## config.mk

```make
export PLATFORM = sky130hd
export DESIGN_NAME = uart_host_bus_master
export DESIGN_NICKNAME = d
export VERILOG_FILES = /design/src/rtl/uart_host_bus_master_pkg.sv /design/src/rtl/uart_host_bus_master_cycle.sv /design/src/rtl/uart_host_bus_master.sv
export SDC_FILE = /design/constraint.sdc
export NUM_CORES = 1
export LEC_CHECK = 0
export BUFFER_PORTS_ARGS = -buffer_cell sky130_fd_sc_hd__clkbuf_2
export CAP_MARGIN = 5
export CORE_ASPECT_RATIO = 1.4
export CORE_MARGIN = 2
export CORE_UTILIZATION = 48
export DETAILED_ROUTE_END_ITERATION = 8
export PLACE_DENSITY = 0.76
export SETUP_SLACK_MARGIN = 0.15
export SYNTH_ARGS = -nofsm -noshare
export SYNTH_HDL_FRONTEND = slang
export SYNTH_SLANG_ARGS = --single-unit
```

## constraint.sdc

```tcl
create_clock -name CLK50M -period 2 [get_ports CLK50M]
set_input_delay 0.1 -clock CLK50M [delete_from_list [all_inputs] [get_ports CLK50M]]
set_output_delay 0.1 -clock CLK50M [all_outputs]
set_load 0.005 [all_outputs]
```

## src/rtl/uart_host_bus_master_pkg.sv

```systemverilog
// Shared definitions for the 8251-style host bus master: FSM states,
// C_nD encodings, default mode byte and the per-access request bundle.
package uart_host_bus_master_pkg;

  typedef enum logic [2:0] {
    ST_INIT,
    ST_IDLE,
    ST_SETUP,
    ST_STROBE,
    ST_HOLD,
    ST_RECOVER
  } bus_st_e;

  localparam logic       C_NDATA       = 1'b0;
  localparam logic       C_NCTRL       = 1'b1;
  localparam logic [7:0] DEF_MODE_WORD = 8'h3F;

  typedef struct packed {
    logic       rd;
    logic       cnd;
    logic [7:0] data;
  } bus_req_t;

endpackage

```

## src/rtl/uart_host_bus_master_cycle.sv

```systemverilog
// Timing counter for one CPU-port access: SETUP, STROBE_CYC strobe cycles,
// HOLD, then RECOV_CYC recovery cycles. Drives the registered bus strobes.
module uart_host_bus_master_cycle
  import uart_host_bus_master_pkg::*;
#(
  parameter int STROBE_CYC = 2,
  parameter int RECOV_CYC  = 4
) (
  input  logic clk,
  input  logic rst_n,
  input  logic i_start,
  input  logic i_is_read,
  output logic o_ncs,
  output logic o_nrd,
  output logic o_nwr,
  output logic o_strobe_last,
  output logic o_sample,
  output logic o_done
);

  localparam int CW = $clog2(STROBE_CYC + RECOV_CYC + 2);
  localparam logic [CW-1:0] L_STB  = CW'(STROBE_CYC);
  localparam logic [CW-1:0] L_HOLD = CW'(STROBE_CYC + 1);
  localparam logic [CW-1:0] L_LAST = CW'(STROBE_CYC + RECOV_CYC + 1);

  logic          r_busy, r_read, r_ncs, r_nrd, r_nwr;
  logic [CW-1:0] r_cnt;
  logic          w_busy_nxt, w_read_nxt, w_in_cs, w_in_stb;
  logic [CW-1:0] w_cnt_nxt;

  // Cycle index 0 = SETUP, 1..STROBE_CYC = strobe, then HOLD, then recovery.
  always_comb begin
    w_busy_nxt = r_busy;
    w_cnt_nxt  = r_cnt;
    w_read_nxt = r_read;
    if (i_start) begin
      w_busy_nxt = 1'b1;
      w_cnt_nxt  = '0;
      w_read_nxt = i_is_read;
    end else if (r_busy) begin
      if (r_cnt == L_LAST) w_busy_nxt = 1'b0;
      else                 w_cnt_nxt  = r_cnt + CW'(1);
    end
    w_in_cs  = w_busy_nxt && (w_cnt_nxt <= L_HOLD);
    w_in_stb = w_busy_nxt && (w_cnt_nxt != '0) && (w_cnt_nxt <= L_STB);
  end

  // Strobes are registered from next-state so the bus never sees decode glitches.
  always_ff @(posedge clk or negedge rst_n) begin
    if (!rst_n) begin
      r_busy <= 1'b0;
      r_cnt  <= '0;
      r_read <= 1'b0;
      r_ncs  <= 1'b1;
      r_nrd  <= 1'b1;
      r_nwr  <= 1'b1;
    end else begin
      r_busy <= w_busy_nxt;
      r_cnt  <= w_cnt_nxt;
      r_read <= w_read_nxt;
      r_ncs  <= !w_in_cs;
      r_nrd  <= !(w_in_stb && w_read_nxt);
      r_nwr  <= !(w_in_stb && !w_read_nxt);
    end
  end

  assign o_ncs         = r_ncs;
  assign o_nrd         = r_nrd;
  assign o_nwr         = r_nwr;
  assign o_strobe_last = r_busy && (r_cnt == L_STB);
  assign o_sample      = o_strobe_last && r_read;
  assign o_done        = r_busy && (r_cnt == L_LAST);

endmodule

```

## src/rtl/uart_host_bus_master.sv

```systemverilog
// Host-side initiator for an 8251-style CPU port: writes the mode byte after
// reset, then arbitrates command writes, RX reads and TX writes onto the bus.
module uart_host_bus_master
  import uart_host_bus_master_pkg::*;
#(
  parameter logic [7:0] MODE_WORD  = DEF_MODE_WORD,
  parameter int         STROBE_CYC = 2,
  parameter int         RECOV_CYC  = 4
) (
  input  logic       CLK50M,
  input  logic       n_RST,
  input  logic [7:0] cmd_data,
  input  logic       cmd_valid,
  output logic       cmd_ready,
  input  logic [7:0] tx_data,
  input  logic       tx_valid,
  output logic       tx_ready,
  output logic [7:0] rx_data,
  output logic       rx_valid,
  input  logic       rx_ready,
  output logic       init_done,
  output logic [7:0] bus_dout,
  input  logic [7:0] bus_din,
  output logic       n_CS,
  output logic       C_nD,
  output logic       n_RD,
  output logic       n_WR,
  input  logic       Tx_RDY,
  input  logic       Rx_RDY,
  input  logic       n_INT
);

  bus_st_e    r_st, w_st_nxt;
  bus_req_t   w_req;
  logic       w_start, w_strobe_last, w_sample, w_done;
  logic       r_tx_rdy, r_rx_rdy, r_nint_dbg_unused;
  logic       r_cnd, r_is_init, r_rx_valid, r_init_done;
  logic [7:0] r_dout, r_rx_data;

  always_ff @(posedge CLK50M or negedge n_RST) begin
    if (!n_RST) r_st <= ST_INIT;
    else        r_st <= w_st_nxt;
  end

  // Fixed priority in IDLE: command, then read, then TX write.
  always_comb begin
    w_st_nxt  = r_st;
    w_start   = 1'b0;
    w_req     = '{rd: 1'b0, cnd: C_NCTRL, data: r_dout};
    cmd_ready = 1'b0;
    tx_ready  = 1'b0;
    case (r_st)
      ST_INIT: begin
        w_start  = 1'b1;
        w_req    = '{rd: 1'b0, cnd: C_NCTRL, data: MODE_WORD};
        w_st_nxt = ST_SETUP;
      end
      ST_IDLE: begin
        if (cmd_valid) begin
          w_start   = 1'b1;
          w_req     = '{rd: 1'b0, cnd: C_NCTRL, data: cmd_data};
          cmd_ready = 1'b1;
        end else if (r_rx_rdy && (!r_rx_valid || rx_ready)) begin
          w_start   = 1'b1;
          w_req.rd  = 1'b1;
          w_req.cnd = C_NDATA;
        end else if (r_tx_rdy && tx_valid) begin
          w_start   = 1'b1;
          w_req     = '{rd: 1'b0, cnd: C_NDATA, data: tx_data};
          tx_ready  = 1'b1;
        end
        if (w_start) w_st_nxt = ST_SETUP;
      end
      ST_SETUP:   w_st_nxt = ST_STROBE;
      ST_STROBE:  if (w_strobe_last) w_st_nxt = ST_HOLD;
      ST_HOLD:    w_st_nxt = ST_RECOVER;
      ST_RECOVER: if (w_done) w_st_nxt = ST_IDLE;
      default:    w_st_nxt = ST_INIT;
    endcase
  end

  always_ff @(posedge CLK50M or negedge n_RST) begin
    if (!n_RST) begin
      r_tx_rdy          <= 1'b0;
      r_rx_rdy          <= 1'b0;
      r_nint_dbg_unused <= 1'b1;
      r_cnd             <= C_NCTRL;
      r_dout            <= 8'h00;
      r_is_init         <= 1'b0;
      r_init_done       <= 1'b0;
      r_rx_data         <= 8'h00;
      r_rx_valid        <= 1'b0;
    end else begin
      r_tx_rdy          <= Tx_RDY;
      r_rx_rdy          <= Rx_RDY;
      r_nint_dbg_unused <= n_INT;
      if (w_start) begin
        r_cnd     <= w_req.cnd;
        r_dout    <= w_req.data;
        r_is_init <= (r_st == ST_INIT);
      end
      if (r_st == ST_HOLD && r_is_init) r_init_done <= 1'b1;
      // rx_data is only written when empty, so a pending byte is never overwritten.
      if (w_sample) begin
        r_rx_data  <= bus_din;
        r_rx_valid <= 1'b1;
      end else if (r_rx_valid && rx_ready) begin
        r_rx_valid <= 1'b0;
      end
    end
  end

  uart_host_bus_master_cycle #(
    .STROBE_CYC(STROBE_CYC),
    .RECOV_CYC (RECOV_CYC)
  ) u_cycle (
    .clk          (CLK50M),
    .rst_n        (n_RST),
    .i_start      (w_start),
    .i_is_read    (w_req.rd),
    .o_ncs        (n_CS),
    .o_nrd        (n_RD),
    .o_nwr        (n_WR),
    .o_strobe_last(w_strobe_last),
    .o_sample     (w_sample),
    .o_done       (w_done)
  );

  assign C_nD      = r_cnd;
  assign bus_dout  = r_dout;
  assign rx_data   = r_rx_data;
  assign rx_valid  = r_rx_valid;
  assign init_done = r_init_done;

endmodule
```

==> results.md, run 1 <==
- Uppermost layer routed: met4
- Flip-flop and latch count after synthesis: 33
- Drt pass-1 iters: 6
- Gr usage total: between 20% and 30%
- Register Area: 831 um^2
- CP Buf/Inv Count: 1
- Ys async rst share: between 90% and 100%
- Die Y: 70.5 um
- Starting Density: around half
- Post-DP HPWL: 2.38 mm
- DR WL met2: roughly 1.8 mm
- CP Data Arrival Time: around 1.6 ns
- Starting DRT DRC Count: 16
- Syn avg cell area: 12.1 um^2
- LEAKAGE: 0.959 nW
- Routed vias: roughly 1200
- Core Area: a little over 3000 um^2
- Tot Pwr: approximately 2.5 mW
- Synth cell types: 37
- Rows: 24
- Fill cells: ~270
- Gr ovfl total: 0
- CP Data Required Time: 1.90 ns
- Setup_tns: 0 ns
- RSZ-0062 raised after global routing: no
- Residual DRC: 0
- Die area: between 3000 and 4000 um^2
- Seq/Total Area, Yosys: roughly 55%
- Drt wl/cell: 14.6 um
- Commonest cells after routing, fill and taps aside: 54 x clkbuf_2, 29 x dfrtp_1, 16 x mux2_2
- Crit path max fanout: 11
- Layout cell share with drive strength beyond 1: around half
- CP delay by family, top: simple AND/OR/NAND/NOR gates
- Area of the multi-input gates: ~660 um^2
- Cell internal pwr: between 1.5 and 2 mW
- Port-buffer cells: 54
- Metal-1 WL: between 1 and 1.5 mm
- Final period util: 85.2%
- Mapped Nets: 159
- Num CTS Buffers: 5
- Final Max Tran Viols: 0
- Final WL: 3.27 mm
- Max VDD drop: 0.000856 V
- Drt via density: 5.34
- Reg clk slew, reported paths: roughly 0.07 ns
- Fmax: around 590 MHz
- Ys Warns: 0
- Power Dens Cells: about 1300 nW/um^2
- Clk_lat worst skew: 0.29 ns
- Top cell type's share of synthesized area: 47.9%
- Worst-case clock skew: roughly 0.0090 ns
- Hold wc startpoint: bus_din[1]
- Syn-to-layout area delta: 27.7%
- CP startpoint: r_st[1]
- Comb power frac: 35.2%
- H-tree lvl count: 2
- Cell Area, Synth: 1510 um^2
- Die X: between 50 and 60 um
- Setup violations, final: 0
- Wire length of the first global-routing pass: 5.51 mm
- Met3 WL post-DR: approximately 150 um
- WS Path Type: flip-flop to primary output
- Crit. End Element: primary output
- Postcts setup bufs: 0
- Most common cell after layout, fill and taps aside: clkbuf_2
- GPL Wtd Cong: approximately 0.71
- Max clock buf depth: 2
- Crit path cell chain: or2_4 -> nor2_2 -> nand2_1 -> a21oi_1 -> clkbuf_2
- CP peak stage delay: between 0.4 and 0.5 ns
- I/O pins: 56
- CP max-delay cell: dfrtp_1
- Number of flops mapped to enable cells by yosys: 0
- Headroom to the max-slew limit: 44.9%
- Sw frac: about a third
- Final #Nets: 219
- Clk Tree Root Cell: clkbuf_8
- Final hold viol count: 0
- Initial antenna violation count: 0
- Vias in the first global route: approximately 1200
- CTS tree: built
- # diodes: 0
- Flop pwr share: roughly 45%
- Switch Pwr: about 0.85 mW
- Largest net degree at the start of global routing: 34
- Reg2reg start: r_tx_rdy
- Clock Sinks: 33
- Worst-Margin Slew: ~0.83 ns
- Synth top area cells: dfrtp_1 48%, mux2_2 12%, dfstp_2 6.9%
- Max Cap Viol: 0
- Post-route antenna net violation count: 0
- Ys flop type: dfrtp_1
- Hold Path Class: input port to flip-flop
- Synthesized instance count: roughly 130
- Critical path launch point type: flip-flop
- Area leader, netlist: dfrtp_1
- Clk network pwr share: 19.6%
- Status: finished clean
- Min cycle time layout: about 1.7 ns
-- flip-flops by register name, summed over array words and instances (netlist names) --
signal          cells
r_is_init           1
u_cycle.r_read      1
C_nD                1
rx_data             8
u_cycle.o_ncs       1
r_st                3
u_cycle.r_cnt       3
u_cycle.r_busy      1
r_tx_rdy            1
init_done           1
bus_dout            8
r_rx_rdy            1
u_cycle.o_nrd       1
u_cycle.o_nwr       1
rx_valid            1
-- logic make-up (layout without fill, tap and decap cells) --
family | Yosys count | after routing | share of synthesized area (%)
AO/OA/AOI/OAI | 27 | 27 | 13.1
XOR/XNOR | 2 | 2 | 1.16
adder cells (fa/ha/maj) | 2 | 2 | 1.65
buffers and inverters | 6 | 67 | 1.74
flip-flops | 33 | 33 | 54.9
multiplexers | 16 | 16 | 11.9
AND/OR/NAND/NOR | 39 | 39 | 15.5
-- metrics by stage --
stage	area (um^2)	hold slack [ns]	util [%]	worst slack, ns	cells
floorplan	1510	-0.196	-	0.571	125
global placement	1810	0.212	59.2	0.421	214
detailed placement	1810	0.211	59.2	0.386	214
CTS	1930	0.0378	63.0	0.195	225
global route	1930	0.0423	63.1	0.197	225
finish	1930	0.0381	63.1	0.296	225
-- timing repair --
action,CTS,global route
resized for setup,0,1
setup endpoints to repair,0,1
hold buffers,3,0
hold endpoints to repair,31,0
-- layer usage --
layer	global-route usage [%]	up-vias
met5	0	-
met4	7.31	0
met3	5.13	7
met2	36.0	29
met1	22.4	598
li1	-	567
-- power by group through the flow --
stage | Sequential [mW] | Clock (mW) | Combinational (mW)
3_3_place_gp | 1.12 | 0 | 0.841
4_1_cts | 1.13 | 0.502 | 0.888
6_report | 1.13 | 0.492 | 0.882
2_1_floorplan | 1.12 | 0 | 0.546
5_1_grt | 1.17 | 0.523 | 0.990
3_5_place_dp | 1.14 | 0 | 0.878
-- area by class of cell --
cell class	count	area share, %
clock inverter	3	0.906
inverter	2	0.388
clock buffer	5	3.56
sequential	33	43.0
timing repair buffer	57	15.5
tap	39	2.52
multi-input combinational	86	34.1
-- path summary, 6_finish.rpt --
path                            slack [ns]  depth (start not counted)          end
worst max register to register        0.37                          4  bus_dout[3]
min in group asynchronous             0.44                          2  bus_dout[2]
worst min-delay path                  0.04                          2   rx_data[1]
worst min register to register        0.50                          1    init_done
max in group asynchronous             1.04                          2   rx_data[4]
worst max-delay path                  0.30                          5     tx_ready
-- Yosys cell counts, types with 2 or more instances --
library cell  number
or2_1              2
dfstp_2            4
nand3b_1           7
mux2_2            16
a31oi_1            6
ha_1               2
dfrtp_1           29
a22o_2             2
nand2_1           10
buf_2              3
a32o_1             3
a21o_1             2
o21ai_0            3
inv_1              2
nor2_2             2
a21oi_1            5
and2_1             2
nor2_1             6
-- worst register-to-register path, stage by stage, from the launching register on --
cell      delay [ns]
dfrtp_1         0.36
and2_1          0.28
a21boi_1        0.21
o21ai_4         0.28
mux2_2          0.38
Power figures use the tool's default switching activity.
==> run 2, diff against run 1 <==
- PLACE_DENSITY: 0.76 -> 0.78
- TNS_END_PERCENT: unset -> 5
==> run 2 against run 1 <==
  * Non-clock buffer count did not move
  * Clock-buffer cell count rose by 1
  * First-iteration DRC count rose by 19%
  * Core utilization fell by 0.12 points
  * Cell count did not move
  * Critical path depth did not move
  * Critical endpoint unchanged
  * Largest power group unchanged
==> results.md, run 2 (synthesized netlist as in run 1, its figures left out) <==
- Initial antenna violation count: 0 (unchanged)
- Die Y: 70.5 um (unchanged)
- H-tree lvl count: 2 (unchanged)
- Drt via density: 5.33 (about the same)
- Flop pwr share: 45.4% (+0.2 points)
- Sw frac: 33.3% (-0.59 points)
- Final period util: 83.7% (-1.5 points)
- LEAKAGE: 0.961 nW (+0.11%)
- Largest net degree at the start of global routing: 34 (unchanged)
- Starting DRT DRC Count: 19 (+3)
- Status: finished clean
- Port-buffer cells: 54 (unchanged)
- Hold Path Stages: 2 (unchanged)
- CP Data Required Time: 1.90 ns (about the same)
- Crit path cell chain: or2_4 -> nor2_2 -> nand2_1 -> a21oi_1 -> clkbuf_2
- Die X: 51.5 um (unchanged)
- Commonest cells after routing, fill and taps aside: 54 x clkbuf_2, 29 x dfrtp_1, 16 x mux2_2
- # diodes: 0 (unchanged)
- Vias in the first global route: 1215 (-1.7%)
- CP max-delay cell: dfrtp_1
- Worst-case clock skew: 0.00741 ns (-0.00156 ns)
- Worst r2r dst: bus_dout[7]
- Clk_lat worst skew: 0.29 ns (about the same)
- Drt wl/cell: 14.4 um (-0.89%)
- Core Area: 3060 um^2 (unchanged)
- Setup violations, final: 0 (unchanged)
- Most common cell after layout, fill and taps aside: clkbuf_2
- Setup_tns: 0 ns (unchanged)
- Clk network pwr share: 19.1% (-0.5 points)
- Post-DP HPWL: 2.41 mm (+1.2%)
- Die area: 3630 um^2 (unchanged)
- Post-route antenna net violation count: 0 (unchanged)
- Fill cells: 267 (-0.37%)
- Hold wc startpoint: bus_din[4]
- Headroom to the max-slew limit: 47.0% (+2.1 points)
- Comb power frac: 35.5% (+0.3 points)
- Worst-Margin Slew: 0.795 ns (-0.0317 ns)
- Crit. End Element: primary output
- Wire length of the first global-routing pass: 5.24 mm (-4.8%)
- Layout cell share with drive strength beyond 1: 50.5% (-0.54 points)
- Hold endpoint: rx_data[4]
- Clk Tree Root Cell: clkbuf_8
- Fmax: 597 MHz (+1.8%)
- Critical path launch point type: flip-flop
- Residual DRC: 0 (unchanged)
- Clock Sinks: 33 (unchanged)
- CP peak stage delay: 0.43 ns (-0.02 ns)
- Dpl cell area: 1810 um^2 (unchanged)
- Max clock buf depth: 2 (unchanged)
- Final #Nets: 219 (unchanged)
- RSZ-0062 raised after global routing: no
- CP Data Arrival Time: 1.57 ns (-0.03 ns)
- Rows: 24 (unchanged)
- Area of the multi-input gates: 659 um^2 (unchanged)
- Switch Pwr: 0.828 mW (-2.5%)
- Final hold viol count: 0 (unchanged)
- I/O pins: 56 (unchanged)
- Fin area: 1930 um^2 (-0.19%)
- Max Cap Viol: 0 (unchanged)
- Gr ovfl total: 0 (unchanged)
- Drt pass-1 iters: 4 (-2)
- Syn-to-layout area delta: 27.4%
- Reg clk slew, reported paths: 0.07 ns (about the same)
- Power Dens Cells: 1290 nW/um^2 (-0.61%)
- Final Max Tran Viols: 0 (unchanged)
- Crit path max fanout: 11 (unchanged)
- R2r setup slk: 0.38 ns (about the same)
- GPL Wtd Cong: 0.766 (+8.1%)
- Gr usage total: 19.6% (-0.63 points)
- Worst reg-to-reg path cell count: 4 (unchanged)
- Hold Path Class: input port to flip-flop
- Starting Density: 49.4% (unchanged)
- Tot Pwr: 2.49 mW (-0.80%)
- Cell internal pwr: 1.66 mW (about the same)
- CTS tree: built
- Min cycle time layout: 1.67 ns (-0.0298 ns)
- Max VDD drop: 0.000752 V (-12%)
- Register Area: 831 um^2 (unchanged)
- Final WL: 3.25 mm (-0.89%)
- Reg2reg start: r_tx_rdy
- Num CTS Buffers: 5 (unchanged)
- WS Path Type: flip-flop to primary output
- Routed vias: 1200 (-0.083%)
[run 2: cell type report]
type | instances | share of cell area (%)
clock buffers | 6 | 3.76
clock inverters | 2 | 0.519
inverters | 2 | 0.389
multi-input cells | 86 | 34.2
flip-flops and latches | 33 | 43.1
well taps | 39 | 2.53
repair buffers | 57 | 15.6
[run 2: worst max-delay path: cells and delay by family, from the launching register on]
family                 cells  cell delay (ns)
and+or+nand+nor            3             0.60
AOI/OAI and AO/OA          1             0.12
buffers and inverters      1             0.12
DFF                        1             0.43
[run 2: power by group through the flow]
stage / sequential (mW) / combinational (mW) / clock, mW
finish: 1.13 / 0.883 / 0.475
global route: 1.16 / 0.988 / 0.525
CTS: 1.12 / 0.892 / 0.488
detailed placement: 1.14 / 0.880 / 0
global placement: 1.12 / 0.843 / 0
floorplan: 1.12 / 0.546 / 0
[run 2: worst max-delay path by stage]
| stage | startpoint | endpoint | cells past startpoint |
|---|---|---|---|
| final | r_st[2] | tx_ready | 5 |
| after global routing | r_st[2] | tx_ready | 5 |
| after CTS | r_st[2] | tx_ready | 5 |
| after detailed placement | r_tx_rdy | bus_dout[2] | 4 |
| after global placement | r_tx_rdy | bus_dout[4] | 4 |
| after floorplan | u_cycle.r_cnt[0] | rx_data[0] | 5 |
[run 2: what timing repair did]
action / in CTS / in global routing
hold endpoints to repair: 31 / 0
endpoints found under the setup margin: 0 / 1
setup buffers: 0 / 0
hold buffers: 3 / 0
gates resized for setup: 0 / 1
[run 2: metrics by stage]
stage | util, % | hold slack, ns | cells | worst slack [ns]
2_1_floorplan | - | -0.196 | 125 | 0.571
3_3_place_gp | 59.2 | 0.199 | 214 | 0.435
3_5_place_dp | 59.2 | 0.210 | 214 | 0.382
4_1_cts | 62.9 | 0.0423 | 225 | 0.211
5_1_grt | 63.0 | 0.0346 | 225 | 0.232
6_report | 63.0 | 0.0461 | 225 | 0.326
[run 2: metal layers]
layer  vias up  track usage [%]  wire length (um)
met3         5             5.98               162
met4         0             7.89                57
met5         -                0                 0
met2        33             35.0              1770
li1        571                -                 -
met1       591             20.5              1260
==> run 3, diff against run 2 <==
- CORE_UTILIZATION: 48 -> 43
- PLACE_DENSITY: 0.78 -> 0.74
- clock period: 2 -> 1.5 ns (I/O delays scaled with it)
==> run 3 against run 2 <==
  * Sequential cell count is the same
  * Cell count grew 6.7%
  * Non-clock buffer count grew 14
  * First-iteration DRC count shrank 37%
  * Clock-buffer cell count is the same
  * Power grew 46%
  * Critical endpoint is now rx_data[0]
==> results.md, run 3 (synthesized netlist as in run 1, its figures left out) <==
- Gr ovfl total: 0 (unchanged)
- Final period util: between 90% and 100%
- Initial antenna violation count: 0 (unchanged)
- Rows: 25 (+4.2%)
- Setup violations, final: 0 (unchanged)
- Hold wc startpoint: bus_din[1]
- Most common cell after layout, fill and taps aside: clkbuf_2
- Comb power frac: 41.7% (+6.2 points)
- Die X: 54.2 um (+5.2%)
- Crit path max fanout: 9 (-2)
- Clk_lat worst skew: 0.29 ns (about the same)
- Setup_tns: 0 ns (unchanged)
- Headroom to the max-slew limit: 72.4% (+25 points)
- WS Path Type: flip-flop to flip-flop
- Final Max Tran Viols: 0 (unchanged)
- Die area: 4020 um^2 (+11%)
- H-tree lvl count: 2 (unchanged)
- Cell internal pwr: 2.44 mW (+47%)
- Final #Nets: 233 (+6.4%)
- Num CTS Buffers: 5 (unchanged)
- RSZ-0062 raised after global routing: yes
- Sw frac: 32.8% (-0.48 points)
- I/O pins: 56 (unchanged)
- Clk Tree Root Cell: clkbuf_8
- Clk network pwr share: 17.4% (-1.7 points)
- Setup Slack @ Placement: 0.0300 ns (-0.352 ns)
- Starting Density: 44.8% (-4.6 points)
- Final hold viol count: 0 (unchanged)
- CTS tree: built
- Drt pass-1 iters: 4 (unchanged)
- GPL Wtd Cong: 0.799 (+4.3%)
- Min cycle time layout: 1.43 ns
- Worst-Margin Slew: 0.414 ns (-0.381 ns)
- Reg clk slew, reported paths: 0.07 ns (about the same)
- Placed Cells incl. Taps: 224 (+4.7%)
- CP startpoint: u_cycle.r_cnt[0]
- Final Non-Filler Cells: 240 (+6.7%)
- Final WL: 3.48 mm (+7.1%)
- Drt via density: 5.16 (-3.2%)
- Max VDD drop: 0.00127 V (+69%)
- Post-DP HPWL: 2.50 mm (+4.1%)
- Post-route antenna net violation count: 0 (unchanged)
- CP Data Required Time: 1.68 ns (-0.22 ns)
- Routed vias: 1239 (+3.3%)
- Largest net degree at the start of global routing: 34 (unchanged)
- LEAKAGE: 1.09 nW (+14%)
- Critical Path Sink: rx_data[0]
- Status: finished clean
- Clock Sinks: 33 (unchanged)
- Switch Pwr: 1.19 mW (+44%)
- Max Cap Viol: 0 (unchanged)
- Fmax: around 700 MHz
- Layout cell share with drive strength beyond 1: 58.0% (+7.5 points)
- R2r setup slk: 0.07 ns (-0.31 ns)
- Max clock buf depth: 2 (unchanged)
- Crit. End Element: flip-flop
- Reg2reg start: u_cycle.r_cnt[0]
- # diodes: 0 (unchanged)
- Worst-case clock skew: 0.00851 ns (+0.00110 ns)
- Flop pwr share: 40.9% (-4.5 points)
- CP Data Arrival Time: 1.61 ns (+0.04 ns)
- Wire length of the first global-routing pass: 5.49 mm (+4.7%)
- Vias in the first global route: 1253 (+3.1%)
- Core Area: 3380 um^2 (+10%)
- Syn-to-layout area delta: 41.2%
- Starting DRT DRC Count: 12 (-7)
- Port-buffer cells: 54 (unchanged)
- Power Dens Cells: 1700 nW/um^2 (+32%)
- Die Y: 74.2 um (+5.3%)
- Worst r2r dst: rx_data[0]
- Critical path launch point type: flip-flop
- Gr usage total: 19.2% (-0.38 points)
- Final setup margin: 0.0700 ns (-0.256 ns)
- Worst reg-to-reg path cell count: 5 (+1)
- Hold Path Class: input port to flip-flop
- Residual DRC: 0 (unchanged)
- Commonest cells after routing, fill and taps aside: 54 x clkbuf_2, 28 x dfrtp_1, 13 x buf_4
- Drt wl/cell: 14.5 um (+0.39%)
- Tot Pwr: 3.63 mW (+46%)
==> run 3: repair_timing <==
action	4_1_cts	5_1_grt
buffers inserted	5	0
resized for setup	11	3
pin swaps	4	1
hold buffers	3	0
endpoints found under the hold margin	31	0
setup endpoints to repair	23	27
==> run 3: area by class of cell <==
type                    instances  area [um^2]
multi-input cells              86          747
clock buffers                   6         72.6
inverters                       2         7.51
well taps                      40         50.0
fillers                       285         1240
flip-flops and latches         33          832
clock inverters                 2         10.0
repair buffers                 71          418
==> run 3: power groups by stage <==
stage	registers, mW	clock network, mW	logic (mW)
after floorplan	1.50	0	0.802
after global placement	1.48	0	1.28
after detailed placement	1.51	0	1.34
after CTS	1.49	0.651	1.53
after global routing	1.53	0.695	1.67
final	1.49	0.631	1.52
==> run 3: per-stage QoR <==
| step | hold slack [ns] | area, um^2 | utilization, % |
|---|---|---|---|
| after floorplan | -0.221 | 1550 | - |
| after global placement | 0.109 | 1920 | 56.9 |
| after detailed placement | 0.117 | 1920 | 56.9 |
| after CTS | 0.00486 | 2130 | 63.0 |
| after global routing | 0.00527 | 2140 | 63.3 |
| final | 0.0121 | 2140 | 63.3 |
==> run 3: how the worst min path moves through the flow <==
stage / endpoint / slack, ns / cells past startpoint
final: rx_data[1] / 0.01 / 2
after global routing: rx_data[1] / 0.005 / 2
after CTS: rx_data[1] / 0.005 / 2
after detailed placement: bus_dout[4] / 0.12 / 2
after global placement: bus_dout[4] / 0.11 / 2
after floorplan: bus_dout[0] / -0.22 / 0
==> run 3: per-layer routing <==
layer	vias up	wire, um	global-route usage, %
met4	0	70	9.17
met2	27	1990	34.4
met1	611	1270	19.7
li1	595	-	-
met5	-	0	0
met3	6	152	5.62
==> run 3: critical path: stages, from the launching register on <==
cell	delay [ns]
dfrtp_1	0.40
inv_1	0.07
ha_2	0.15
and3b_2	0.27
nand2_8	0.11
mux2_4	0.32
